File: src/rtl/wb_stage.sv
// Writeback stage: owns the architectural register file, commits results,
// resolves jumps (redirect + squash of younger instructions), halts and counts retirements.
module wb_stage #(
  parameter int unsigned FLUSH_DEPTH = 3,
  parameter int unsigned NREGS       = 16
) (
  input  logic                     clk,
  input  logic                     rst_n,
  input  logic                     x2_valid,
  input  logic [15:0]              x2_ins,
  input  logic [15:0]              x2_pc,
  input  logic [15:0]              x2_result,
  input  logic [$clog2(NREGS)-1:0] fr_ra_addr,
  input  logic [$clog2(NREGS)-1:0] fr_rb_addr,
  output logic [15:0]              fr_ra_data,
  output logic [15:0]              fr_rb_data,
  output logic                     redirect_valid,
  output logic [15:0]              redirect_pc,
  output logic                     wb_valid,
  output logic [$clog2(NREGS)-1:0] wb_addr,
  output logic [15:0]              wb_data,
  output logic                     halted,
  output logic [15:0]              retired_count
);

  localparam int unsigned AW = $clog2(NREGS);
  localparam int unsigned FW = $clog2(FLUSH_DEPTH + 1);

  typedef enum logic [3:0] {
    OP_ADD  = 4'h0,
    OP_SUB  = 4'h1,
    OP_MUL  = 4'h2,
    OP_DIV  = 4'h3,
    OP_ST   = 4'h4,
    OP_JMP  = 4'h6,
    OP_LD   = 4'h7,
    OP_VLD  = 4'hC,
    OP_VST  = 4'hD,
    OP_DOT  = 4'hE,
    OP_HALT = 4'hF
  } opcode_e;

  logic [15:0]   regs [NREGS];
  logic [FW-1:0] flush_cnt;
  opcode_e       op;
  logic [AW-1:0] rt;
  logic          is_writer, is_jump, is_halt;
  logic          commit, squash, taken, wr_en;
  logic          unused_ins;

  assign op         = opcode_e'(x2_ins[15:12]);
  assign rt         = x2_ins[AW-1:0];
  assign unused_ins = ^x2_ins[11:AW];

  always_comb begin
    is_writer = 1'b0;
    is_jump   = 1'b0;
    is_halt   = 1'b0;
    case (op)
      OP_ADD, OP_SUB, OP_MUL, OP_DIV, OP_DOT, OP_LD: is_writer = 1'b1;
      OP_JMP:                                        is_jump   = 1'b1;
      OP_HALT:                                       is_halt   = 1'b1;
      default: ;
    endcase
  end

  // Squash takes priority over halted so a pending flush still drains.
  assign commit = x2_valid && (flush_cnt == '0) && !halted;
  assign squash = x2_valid && (flush_cnt != '0);
  assign taken  = x2_result != (x2_pc + 16'd2);
  assign wr_en  = commit && is_writer && (rt != '0);

  // Register 0 is never written, but the explicit zero keeps reads independent of reset.
  assign fr_ra_data = (fr_ra_addr == '0) ? '0 :
                      (wr_en && fr_ra_addr == rt) ? x2_result : regs[fr_ra_addr];
  assign fr_rb_data = (fr_rb_addr == '0) ? '0 :
                      (wr_en && fr_rb_addr == rt) ? x2_result : regs[fr_rb_addr];

  always_ff @(posedge clk) begin
    if (!rst_n) begin
      for (int unsigned i = 0; i < NREGS; i++) regs[i] <= '0;
    end else if (wr_en) begin
      regs[rt] <= x2_result;
    end
  end

  always_ff @(posedge clk) begin
    if (!rst_n) begin
      flush_cnt      <= '0;
      redirect_valid <= 1'b0;
      redirect_pc    <= '0;
      wb_valid       <= 1'b0;
      wb_addr        <= '0;
      wb_data        <= '0;
      halted         <= 1'b0;
      retired_count  <= '0;
    end else begin
      redirect_valid <= commit && is_jump && taken;
      wb_valid       <= commit && is_writer;
      if (commit) retired_count <= retired_count + 16'd1;
      if (commit && is_writer) begin
        wb_addr <= rt;
        wb_data <= x2_result;
      end
      if (commit && is_jump && taken) begin
        redirect_pc <= x2_result;
        flush_cnt   <= FW'(FLUSH_DEPTH);
      end else if (squash) begin
        flush_cnt <= flush_cnt - FW'(1);
      end
      if (commit && is_halt) halted <= 1'b1;
    end
  end

endmodule
File: config.mk
export PLATFORM = sky130hd
export DESIGN_NAME = wb_stage
export DESIGN_NICKNAME = d
export VERILOG_FILES = /design/src/rtl/wb_stage.sv
export SDC_FILE = /design/constraint.sdc
export NUM_CORES = 1
export LEC_CHECK = 0
export CORE_MARGIN = 10
export CORE_UTILIZATION = 40
export CTS_CLUSTER_SIZE = 10
export DETAILED_ROUTE_END_ITERATION = 10
export PLACE_DENSITY = 0.64
export SYNTH_ARGS = -nofsm -noshare
export SYNTH_HDL_FRONTEND = slang
export SYNTH_SLANG_ARGS = --single-unit
File: constraint.sdc
create_clock -name clk -period 4.9 [get_ports clk]
set_clock_uncertainty 0.1 [all_clocks]
set_input_delay 1.225 -clock clk [delete_from_list [all_inputs] [get_ports clk]]
set_output_delay 1.225 -clock clk [all_outputs]
set_load 0.01 [all_outputs]
==> results.py <==
metrics = {
    "run_status": {
        "run_status": "finished clean",
    },
    "detailed_routing": {
        "drc": 0,
        "drt_iter0_markers": 1141,
        "viasPerCell": 5.84,
        "drtPass1Iterations": 5,
        "ant_nets": 0,
        "drt-total-wl_um": 54900,
        "via_count": 11500,
        "wl_per_cell_um": 27.8,
    },
    "setup_path": {
        "worstPathMaxFanout": 10,
        "worstReg2RegEnd": "regs[6][14]$_SDFFCE_PN0P_",
        "crit_type": "in2out",
        "worstSetupEndpointType": "output port",
        "start_kind": "input port",
        "crit_path_start": "x2_ins[3]",
        "cp_data_arrival_time_ns": 3.38,
        "r2r_cells": 9,
        "cp-endpoint": "fr_rb_data[12]",
        "cp.required_ns": 3.58,
        "r2r_start": "flush_cnt[0]$_SDFFE_PN0P_",
        "r2r_slack_ns": 2.01,
    },
    "sta": {
        "worstMarginPinSlew_ns": 0.854,
        "worst_hold_slack_ns": 0.359,
        "tns_ns": 0,
        "hold_viol_final": 0,
        "rsz0062_at_grt": "false",
        "drv_slew": 0,
        "max_freq_mhz": 212,
        "slew_headroom": 0.427,
        "setup_ws_ns": 0.194,
        "finalSetupViolCount": 0,
        "min_period_over_period": 0.960,
        "period_needed_ns": 4.71,
    },
    "pwr": {
        "seq_power_share": 0.463,
        "finalPower_mw": 6.55,
        "power_leakage_nw": 7.81,
        "p_sw_mw": 1.64,
        "switching_share": 0.251,
        "combPwrFrac": 0.148,
        "power.internal_mw": 4.91,
        "clock_power_share": 0.389,
        "p_per_area_nw_per_um2": 315,
        "peakVddDrop_mv": 0.186,
    },
    "global_routing": {
        "grt_start_max_net_pins": 54,
        "grt_pass1_vias": 11600,
        "antenna_found_initial": 2,
        "track_usage": 0.215,
        "grt_pass1_wl_um": 79700,
        "gr-total-overflow": 0,
    },
    "placed_design": {
        "dpl.cell_count": 1913,
        "place.gp.congestion": 0.886,
        "place.detailed.hpwl_um": 36400,
        "dp_slack_ns": -0.0980,
        "dpl_cell_area_um2": 19500,
        "portBuffers": 137,
    },
    "min_path": {
        "min-delay-start": "redirect_pc[0]$_SDFFE_PN0P_",
        "hold_class": "reg2reg",
    },
    "floorplanning": {
        "dieArea_um2": 50600,
        "die_w_um": 225,
        "rows": 74,
        "core_um2": 41200,
        "pin_count": 146,
        "initial_core_util": 0.407,
        "die_y_um": 225,
    },
    "cells_and_area": {
        "drive_gt1_frac": 0.244,
        "finish.instance_area_um2": 20800,
        "layout.nets": 1488,
        "final_util": 0.505,
        "layout.cells.non_filler": 1974,
        "fillers": 3470,
        "area_growth_pct": 23.9,
        "antenna_cells": 0,
    },
    "yosys": {
        "synth.most_common_cell": "edfxtp_1",
        "ys_top_cells_by_count": "256 x edfxtp_1, 228 x and2_1, 149 x mux4_2, 92 x clkbuf_1, 77 x nor2_1",
        "synth_cell_type_count": 44,
        "synthFlopType": "edfxtp_1",
        "seq_area_frac_synth": 0.526,
        "synth_enable_flop_cells": 256,
        "synthTopCellsByArea": "edfxtp_1 46%, mux4_2 20%, and2_1 8.5%, dfxtp_1 6.8%, mux2i_1 4.1%",
        "syn_avg_cell_area_um2": 13.6,
        "syn_inst": 1231,
        "ys_warn_count": 0,
        "async_flop_share": 0,
        "ys_ff_latch": 313,
        "synth.cell_area_um2": 16800,
        "synth_top_area_share": 0.458,
        "synth_area_leader_cell": "edfxtp_1",
    },
    "clock_network": {
        "clkSlewWorstSetupHoldPaths_ns": 0.06,
        "htreeDepth": 2,
        "root_buffer": "clkbuf_16",
        "clockBufferDepth": 3,
        "insertion_delay_ns": 0.54,
        "cts-buffers-inserted": 38,
        "clock_sink_count": 313,
        "cts_tree": "yes",
    },
    "job": {
        "drv_cap": 0,
    },
}
[timing repair]
action | in CTS | in global routing
hold buffers | 0 | 0
resized for setup | 4 | 41
pin swaps | 0 | 0
buffers inserted | 0 | 5
setup endpoints to repair | 27 | 30
cloned | 0 | 0
[sequential cells by signal, summed over array words and instances (netlist names)]
name            cells
regs              256
redirect_pc        16
retired_count      16
wb_data            16
wb_addr             4
flush_cnt           2
halted              1
redirect_valid      1
wb_valid            1
[layout make-up]
class                   count  area (um2)  share of cell area
clock buffers              53        1040              0.0499
clock inverters             3        21.3             0.00102
inverters                   5        18.8            0.000903
multi-input cells         807        7630               0.367
flip-flops and latches    313        8830               0.425
well taps                 532         666              0.0320
repair buffers            261        2590               0.124
[logic make-up (layout without fill, tap and decap cells)]
family | Yosys count | after routing | synth area share
xor+xnor | 39 | 39 | 0.0203
simple gates | 452 | 452 | 0.148
flops | 313 | 313 | 0.526
fa+ha+maj | 3 | 3 | 0.00224
buf+inv | 126 | 322 | 0.0315
other cells | 1 | 16 | 0.000223
mux | 218 | 218 | 0.241
compound gates | 79 | 79 | 0.0303
[layer usage]
| metal | up-vias | part of all wire | GRT usage |
|---|---|---|---|
| met5 | - | 0.00031 | 0 |
| li1 | 4978 | - | - |
| met3 | 106 | 0.079 | 0.0429 |
| met4 | 2 | 0.036 | 0.0763 |
| met2 | 500 | 0.49 | 0.359 |
| met1 | 5933 | 0.39 | 0.274 |
[power by group through the flow]
stage                     sequential [mW]  clock (mW)  combinational (mW)
after floorplan                      3.08           0               0.522
after global placement               3.08           0               0.962
after detailed placement             3.09           0               0.970
after CTS                            3.03        2.57               0.974
after global routing                 3.05        2.68                1.03
final                                3.04        2.55               0.969
[worst max-delay path: stages]
cell and delay [ns]:
clkdlybuf4s50_1 0.50, xor2_1 0.20, nor4_1 0.32, and3_4 0.25, buf_12 0.16, buf_12 0.13, buf_4 0.12, mux2i_4 0.24
nor2_1 0.05, dlymetal6s2s_1 0.17
[worst min path at each step]
| stage | end | slack, ns | cells past startpoint |
|---|---|---|---|
| 2_1_floorplan | redirect_pc[0]$_SDFFE_PN0P_ | 0.38 | 2 |
| 3_3_place_gp | redirect_pc[12]$_SDFFE_PN0P_ | 0.34 | 2 |
| 3_5_place_dp | redirect_pc[0]$_SDFFE_PN0P_ | 0.35 | 2 |
| 4_1_cts | redirect_pc[10]$_SDFFE_PN0P_ | 0.36 | 2 |
| 5_1_grt | redirect_pc[1]$_SDFFE_PN0P_ | 0.37 | 2 |
| 6_report | redirect_pc[0]$_SDFFE_PN0P_ | 0.36 | 2 |
[cell usage in the layout, fill, tap and decap left out, drive strengths merged, types with 2 or more instances in the layout]
master	instances
conb	16
o21a	3
buf	131
inv	7
nor3	18
clkdlybuf4s50	96
nor4	10
ha	3
nor2	77
o211ai	2
o21ai	19
nand2	60
dlymetal6s2s	32
mux2i	69
clkbuf	53
dlygate4sd2	2
a31oi	7
mux4	149
xor2	22
a211oi	14
nand4b	3
and4	3
and3	8
edfxtp	256
a211o	11
xnor2	17
nand3	8
dfxtp	57
a21oi	19
nor2b	13
or3	5
nand2b	7
nand4	8
and2	228
Power figures use the tool's default switching activity.
